==> src/rtl/riio_gpi_rx_filter_if.sv <==
// Pad-receiver control/status bundle: core-side controls in, filtered level, pulses and edge count out.
// The master drives the controls and the raw pad level; the filter is the slave.
interface riio_gpi_rx_filter_if #(
    parameter int CNT_W = 8,
    parameter int EC_W  = 16
);
    logic             di;
    logic             ie;
    logic             filt_en;
    logic [CNT_W-1:0] filt_cnt;
    logic             clr;
    logic             lvl;
    logic             rise;
    logic             fall;
    logic             glitch;
    logic [EC_W-1:0]  edge_cnt;

    modport master (
        output di, ie, filt_en, filt_cnt, clr,
        input  lvl, rise, fall, glitch, edge_cnt
    );

    modport slave (
        input  di, ie, filt_en, filt_cnt, clr,
        output lvl, rise, fall, glitch, edge_cnt
    );
endinterface

==> src/rtl/riio_gpi_rx_filter.sv <==
// GPI pad receiver: synchronises the raw pad level, qualifies transitions over a programmable
// number of cycles, and reports the filtered level, edge/glitch pulses and a saturating edge count.
module riio_gpi_rx_filter #(
    parameter int   SYNC_STAGES = 2,
    parameter int   CNT_W       = 8,
    parameter int   EC_W        = 16,
    parameter logic RST_VAL     = 1'b0
) (
    input  logic                clk,
    input  logic                rst_n,
    riio_gpi_rx_filter_if.slave bus
);

    typedef enum logic {STABLE, QUALIFY} state_t;

    logic [SYNC_STAGES-1:0] sync_q;
    logic                   sync_s;
    state_t                 state, state_nxt;
    logic [CNT_W-1:0]       cnt, cnt_nxt;
    logic [CNT_W-1:0]       neff;
    logic                   qualified;
    logic                   accept;
    logic                   lvl, lvl_nxt;
    logic                   rise, rise_nxt;
    logic                   fall, fall_nxt;
    logic                   glitch, glitch_nxt;
    logic [EC_W-1:0]        edge_cnt, edge_cnt_nxt;

    assign sync_s = sync_q[SYNC_STAGES-1];

    // A zero threshold or a disabled filter both degrade to single-cycle acceptance.
    assign neff      = (!bus.filt_en || bus.filt_cnt == '0) ? CNT_W'(1) : bus.filt_cnt;
    assign qualified = ({1'b0, cnt} + (CNT_W+1)'(1)) >= {1'b0, neff};

    always_ff @(posedge clk or negedge rst_n) begin
        if (!rst_n) begin
            sync_q <= {SYNC_STAGES{RST_VAL}};
        end else if (bus.ie) begin
            sync_q <= {sync_q[SYNC_STAGES-2:0], bus.di};
        end
    end

    always_comb begin
        state_nxt    = state;
        cnt_nxt      = cnt;
        lvl_nxt      = lvl;
        rise_nxt     = 1'b0;
        fall_nxt     = 1'b0;
        glitch_nxt   = 1'b0;
        accept       = 1'b0;
        edge_cnt_nxt = edge_cnt;

        if (!bus.ie) begin
            state_nxt = STABLE;
            cnt_nxt   = '0;
        end else begin
            case (state)
                STABLE: begin
                    cnt_nxt = '0;
                    if (sync_s != lvl) begin
                        if (neff == CNT_W'(1)) begin
                            accept = 1'b1;
                        end else begin
                            state_nxt = QUALIFY;
                            cnt_nxt   = CNT_W'(1);
                        end
                    end
                end
                QUALIFY: begin
                    if (sync_s == lvl) begin
                        state_nxt  = STABLE;
                        cnt_nxt    = '0;
                        glitch_nxt = 1'b1;
                    end else if (qualified) begin
                        accept    = 1'b1;
                        state_nxt = STABLE;
                        cnt_nxt   = '0;
                    end else begin
                        cnt_nxt = cnt + CNT_W'(1);
                    end
                end
                default: begin
                    state_nxt = STABLE;
                    cnt_nxt   = '0;
                end
            endcase
        end

        if (accept) begin
            lvl_nxt  = sync_s;
            rise_nxt = sync_s;
            fall_nxt = !sync_s;
        end

        // Clear wins over the stored count but not over an edge accepted in the same cycle.
        if (bus.clr) begin
            edge_cnt_nxt = accept ? EC_W'(1) : '0;
        end else if (accept && edge_cnt != '1) begin
            edge_cnt_nxt = edge_cnt + EC_W'(1);
        end
    end

    always_ff @(posedge clk or negedge rst_n) begin
        if (!rst_n) begin
            state    <= STABLE;
            cnt      <= '0;
            lvl      <= RST_VAL;
            rise     <= 1'b0;
            fall     <= 1'b0;
            glitch   <= 1'b0;
            edge_cnt <= '0;
        end else begin
            state    <= state_nxt;
            cnt      <= cnt_nxt;
            lvl      <= lvl_nxt;
            rise     <= rise_nxt;
            fall     <= fall_nxt;
            glitch   <= glitch_nxt;
            edge_cnt <= edge_cnt_nxt;
        end
    end

    assign bus.lvl      = lvl;
    assign bus.rise     = rise;
    assign bus.fall     = fall;
    assign bus.glitch   = glitch;
    assign bus.edge_cnt = edge_cnt;

endmodule

==> src/flat_wrapper.sv <==
// flat-port wrapper written by rule: the top's interface ports become plain ports
module riio_gpi_rx_filter_flat 
#(
    parameter int   SYNC_STAGES = 2,
    parameter int   CNT_W       = 8,
    parameter int   EC_W        = 16,
    parameter logic RST_VAL     = 1'b0
)
  (clk, rst_n, bus_di, bus_ie, bus_filt_en, bus_filt_cnt, bus_clr, bus_lvl, bus_rise, bus_fall, bus_glitch, bus_edge_cnt);
  riio_gpi_rx_filter_if #(.CNT_W(CNT_W), .EC_W(EC_W)) bus_i ();
  input  logic clk;
  input  logic rst_n;
  input wire logic [$bits(bus_i.di)-1:0] bus_di;
  input wire logic [$bits(bus_i.ie)-1:0] bus_ie;
  input wire logic [$bits(bus_i.filt_en)-1:0] bus_filt_en;
  input wire logic [$bits(bus_i.filt_cnt)-1:0] bus_filt_cnt;
  input wire logic [$bits(bus_i.clr)-1:0] bus_clr;
  output wire logic [$bits(bus_i.lvl)-1:0] bus_lvl;
  output wire logic [$bits(bus_i.rise)-1:0] bus_rise;
  output wire logic [$bits(bus_i.fall)-1:0] bus_fall;
  output wire logic [$bits(bus_i.glitch)-1:0] bus_glitch;
  output wire logic [$bits(bus_i.edge_cnt)-1:0] bus_edge_cnt;
  assign bus_i.di = bus_di;
  assign bus_i.ie = bus_ie;
  assign bus_i.filt_en = bus_filt_en;
  assign bus_i.filt_cnt = bus_filt_cnt;
  assign bus_i.clr = bus_clr;
  assign bus_lvl = bus_i.lvl;
  assign bus_rise = bus_i.rise;
  assign bus_fall = bus_i.fall;
  assign bus_glitch = bus_i.glitch;
  assign bus_edge_cnt = bus_i.edge_cnt;
  riio_gpi_rx_filter #(.SYNC_STAGES(SYNC_STAGES), .CNT_W(CNT_W), .EC_W(EC_W), .RST_VAL(RST_VAL)) u_core (.clk(clk), .rst_n(rst_n), .bus(bus_i));
endmodule
==> config.mk <==
export PLATFORM = sky130hd
export DESIGN_NAME = riio_gpi_rx_filter_flat
export DESIGN_NICKNAME = d
export VERILOG_FILES = /design/src/rtl/riio_gpi_rx_filter_if.sv /design/src/rtl/riio_gpi_rx_filter.sv /design/src/flat_wrapper.sv
export SDC_FILE = /design/constraint.sdc
export NUM_CORES = 1
export LEC_CHECK = 0
export ABC_AREA = 1
export CAP_MARGIN = 30
export CORE_MARGIN = 10
export CORE_UTILIZATION = 39
export DETAILED_ROUTE_END_ITERATION = 10
export RECOVER_POWER = 25
export SLEW_MARGIN = 5
export SYNTH_ARGS = -nofsm -noshare
export SYNTH_HDL_FRONTEND = slang
export SYNTH_SLANG_ARGS = --single-unit
==> constraint.sdc <==
create_clock -name clk -period 5.9 [get_ports clk]
set_clock_uncertainty 0.05 [all_clocks]
set_input_delay 1.77 -clock clk [delete_from_list [all_inputs] [get_ports clk]]
set_output_delay 1.77 -clock clk [all_outputs]
set_load 0.02 [all_outputs]
==> reports/qor.txt <==
outcome: finished with violations
failing checks: max-capacitance violations, max-slew violations
CTS tree: done
ratio of cells with drive above 1 in the final layout: 0.0399
Congestion Overflow GR: 0
top cells by area, synth: dfrtp_1 38%, nand2_1 16%, inv_1 7.0%
Max Clk Rate: 228 MHz
final core utilization: 0.501
area of the mapped netlist: 2050 µm²
Die Area: 8550 µm²
Root Driver: clkbuf_8
post-synthesis sequential area ratio: 0.379
final wirelength: 4.88 mm
Synth Flop Type: dfrtp_1
Nets: 349
R2R setup slack: 3.15 ns
syn nets: 313
critical-path maximum fanout: 17
RSZ-0062 raised after global routing: false
Top-Level Pins: 34
arrival time worst endpoint: 4.54 ns
Finished Layout Cells: 396
P per Cell Area: 257 nW/µm²
#FFs+latches synth: 31
Finish-stage setup viols: 0
Synth async-reset ratio: 1.00
slew margin rel.: -0.130
Setup CP Type: primary input to flip-flop
Leak: 1.28 nW
Placed Cells: 388
Post-CTS Setup Repair Bufs: 0
cell row count: 26
Layout fillers: 498
FF-to-FF path depth: 17
Worst setup EP type: flip-flop
critical path startpoint: bus_filt_cnt[2]
Placer Congestion: 0.837
antenna violations before repair: 0
Die Wd: 92.5 µm
hold crit path type: flip-flop to flip-flop
Hold Violations, Final: 0
Ys Warns: 0
ant diodes: 0
vias per cell: 4.71
clk buf depth: 2
Post-CTS Resized: 0
hold path startpoint: u_core.sync_q[1]$_DFFE_PN0P_
Post-DRT Antenna Nets: 0
number of vias in the routed layout: 1,867
DRC: 0
number of flops mapped to enable cells by yosys: 0
clock latency on the worst-skew pair: 0.28 ns
detailed placement HPWL: 3.67 mm
Unique masters post-synth: 27
drt pass-1 iters: 4
initial drt markers: 93
commonest cells in the netlist: 89 x nand2_1, 38 x inv_1, 35 x nor2_1
vias in the first global route: 1,893
hold depth: 1
most common cell in the netlist: nand2_1
area leader, netlist: dfrtp_1
fin. max-slew vios: 32
CTS buffer count: 5
global-route wire length before repair: 8.55 mm
overall routing resource usage: 0.118
Max Cap Viol: 1
Sink Count: 31
area overhead of the layout relative to synthesis: 24.9%
Post-Synthesis Cells: 289
worst vdd ir: 0.000151 V
Hold-fix buffers, CTS: 0
Reg2Reg Capture Point: u_core.bus.edge_cnt[5]$_DFFE_PN0P_
data required time of the worst path: 6.06 ns
CP startpoint kind: primary input
Synth top area share: 0.379
Reg clk slew, reported paths: 0.07 ns
period utilisation layout: 0.742
Avg Synthesized Cell Area: 7.09 µm²
Core ar.: 5110 µm²
H-tree depth: 2
initial core utilization: 0.401
largest net degree at the start of global routing: 32
IO buf count: 33
hold path endpoint: u_core.bus.fall$_DFF_PN0_
final worst path period need: 4.38 ns
launch point of the worst reg-to-reg path: u_core.cnt[0]$_DFF_PN0_
Worst-Margin Slew: 1.70 ns
final setup TNS: 0 ns
Die Y: 92.5 µm
WL/cell: 12.3 µm
power by group:
part	internal, mW	switching [mW]	total [mW]
sequential	0.233	0.0206	0.254
clock	0.137	0.0805	0.217
combinational	0.0703	0.116	0.187
critical path: stages:
cell and delay [ns]:
clkdlybuf4s50_1 0.50, inv_1 0.05, nand2_1 0.06, nor2_1 0.05, a21boi_1 0.41, nand2_1 0.11
ha_1 0.32, nand2_1 0.07, nor2_1 0.09, nand2_1 0.05, nand3_1 0.06, nand2_1 0.05
nand2_1 0.06, nand2_1 0.07, nand3_2 0.13, nand4_4 0.25, nand2_4 0.27, nand2_1 0.08
nand2_1 0.08
layout make-up:
| type | count | area (µm²) | area share |
|---|---|---|---|
| Clock buffer | 6 | 82.6 | 0.0323 |
| Clock inverter | 2 | 35.0 | 0.0137 |
| Inverter | 40 | 150 | 0.0587 |
| Multi-Input combinational cell | 213 | 1090 | 0.427 |
| Sequential cell | 31 | 776 | 0.303 |
| Tap cell | 70 | 87.6 | 0.0342 |
| Timing Repair Buffer | 34 | 334 | 0.131 |
how the worst max path moves through the flow:
stage               cells after the start                                  end  slack [ns]
floorplan                              18  u_core.bus.edge_cnt[12]$_DFFE_PN0P_        2.15
global placement                       19   u_core.bus.edge_cnt[5]$_DFFE_PN0P_        1.31
detailed placement                     19  u_core.bus.edge_cnt[13]$_DFFE_PN0P_        1.23
global route                           19   u_core.bus.edge_cnt[8]$_DFFE_PN0P_        1.15
finish                                 19   u_core.bus.edge_cnt[5]$_DFFE_PN0P_        1.52
CTS                                    19   u_core.bus.edge_cnt[5]$_DFFE_PN0P_        1.52
layer usage:
metal | wire (µm) | global-route usage | vias to the layer above
met4 | 25 | 0.0296 | 0
li1 | - | - | 983
met3 | 282 | 0.0452 | 2
met5 | 0 | 0 | -
met2 | 2330 | 0.198 | 30
met1 | 2240 | 0.140 | 852
layout by cell type, fill, tap and decap left out:
cell type and instances:
a21oi_1 5, clkdlybuf4s50_1 32, inv_1 38, dlygate4sd3_1 1, nand3b_1 1, a21boi_1 1, xor2_1 13, ha_1 10
nor3_1 11, nand2_2 1, clkinv_1 1, clkinv_2 1, xnor2_1 2, nor2_1 35, dfrtp_1 31, nand2_4 1
o211ai_1 1, nand4_1 6, o21ai_0 6, nand3_2 1, bufinv_16 1, clkbuf_1 1, nand2_1 89, nor4_1 1
nor3b_1 1, a31oi_1 2, clkbuf_8 6, nand4_4 1, inv_2 1, nand3_1 25
cells by family (layout without fill, tap and decap cells):
logic type | count (synthesis) | count (layout) | synth area share
AND/OR/NAND/NOR | 173 | 173 | 0.368
buffers and inverters | 45 | 82 | 0.0880
flip-flops | 31 | 31 | 0.379
AO/OA/AOI/OAI | 15 | 15 | 0.0403
XOR/XNOR | 15 | 15 | 0.0641
adder cells (fa/ha/maj) | 10 | 10 | 0.0611
metrics by stage:
| stage | worst slack [ns] | power, mW | area, µm² | hold slack (ns) |
|---|---|---|---|---|
| floorplan | 2.15 | 0.379 | 2050 | 0.414 |
| global placement | 1.31 | 0.444 | 2440 | 0.461 |
| detailed placement | 1.23 | 0.448 | 2440 | 0.469 |
| CTS | 1.52 | 0.668 | 2560 | 0.472 |
| global route | 1.15 | 0.704 | 2560 | 0.504 |
| finish | 1.52 | 0.658 | 2560 | 0.465 |
registers in the layout, indices dropped and copies added, names as in the netlist:
signal,cells
u_core.bus.glitch,1
u_core.cnt,8
u_core.bus.lvl,1
u_core.bus.edge_cnt,16
u_core.state,1
u_core.sync_q,2
u_core.bus.rise,1
u_core.bus.fall,1
Power figures use the tool's default switching activity.
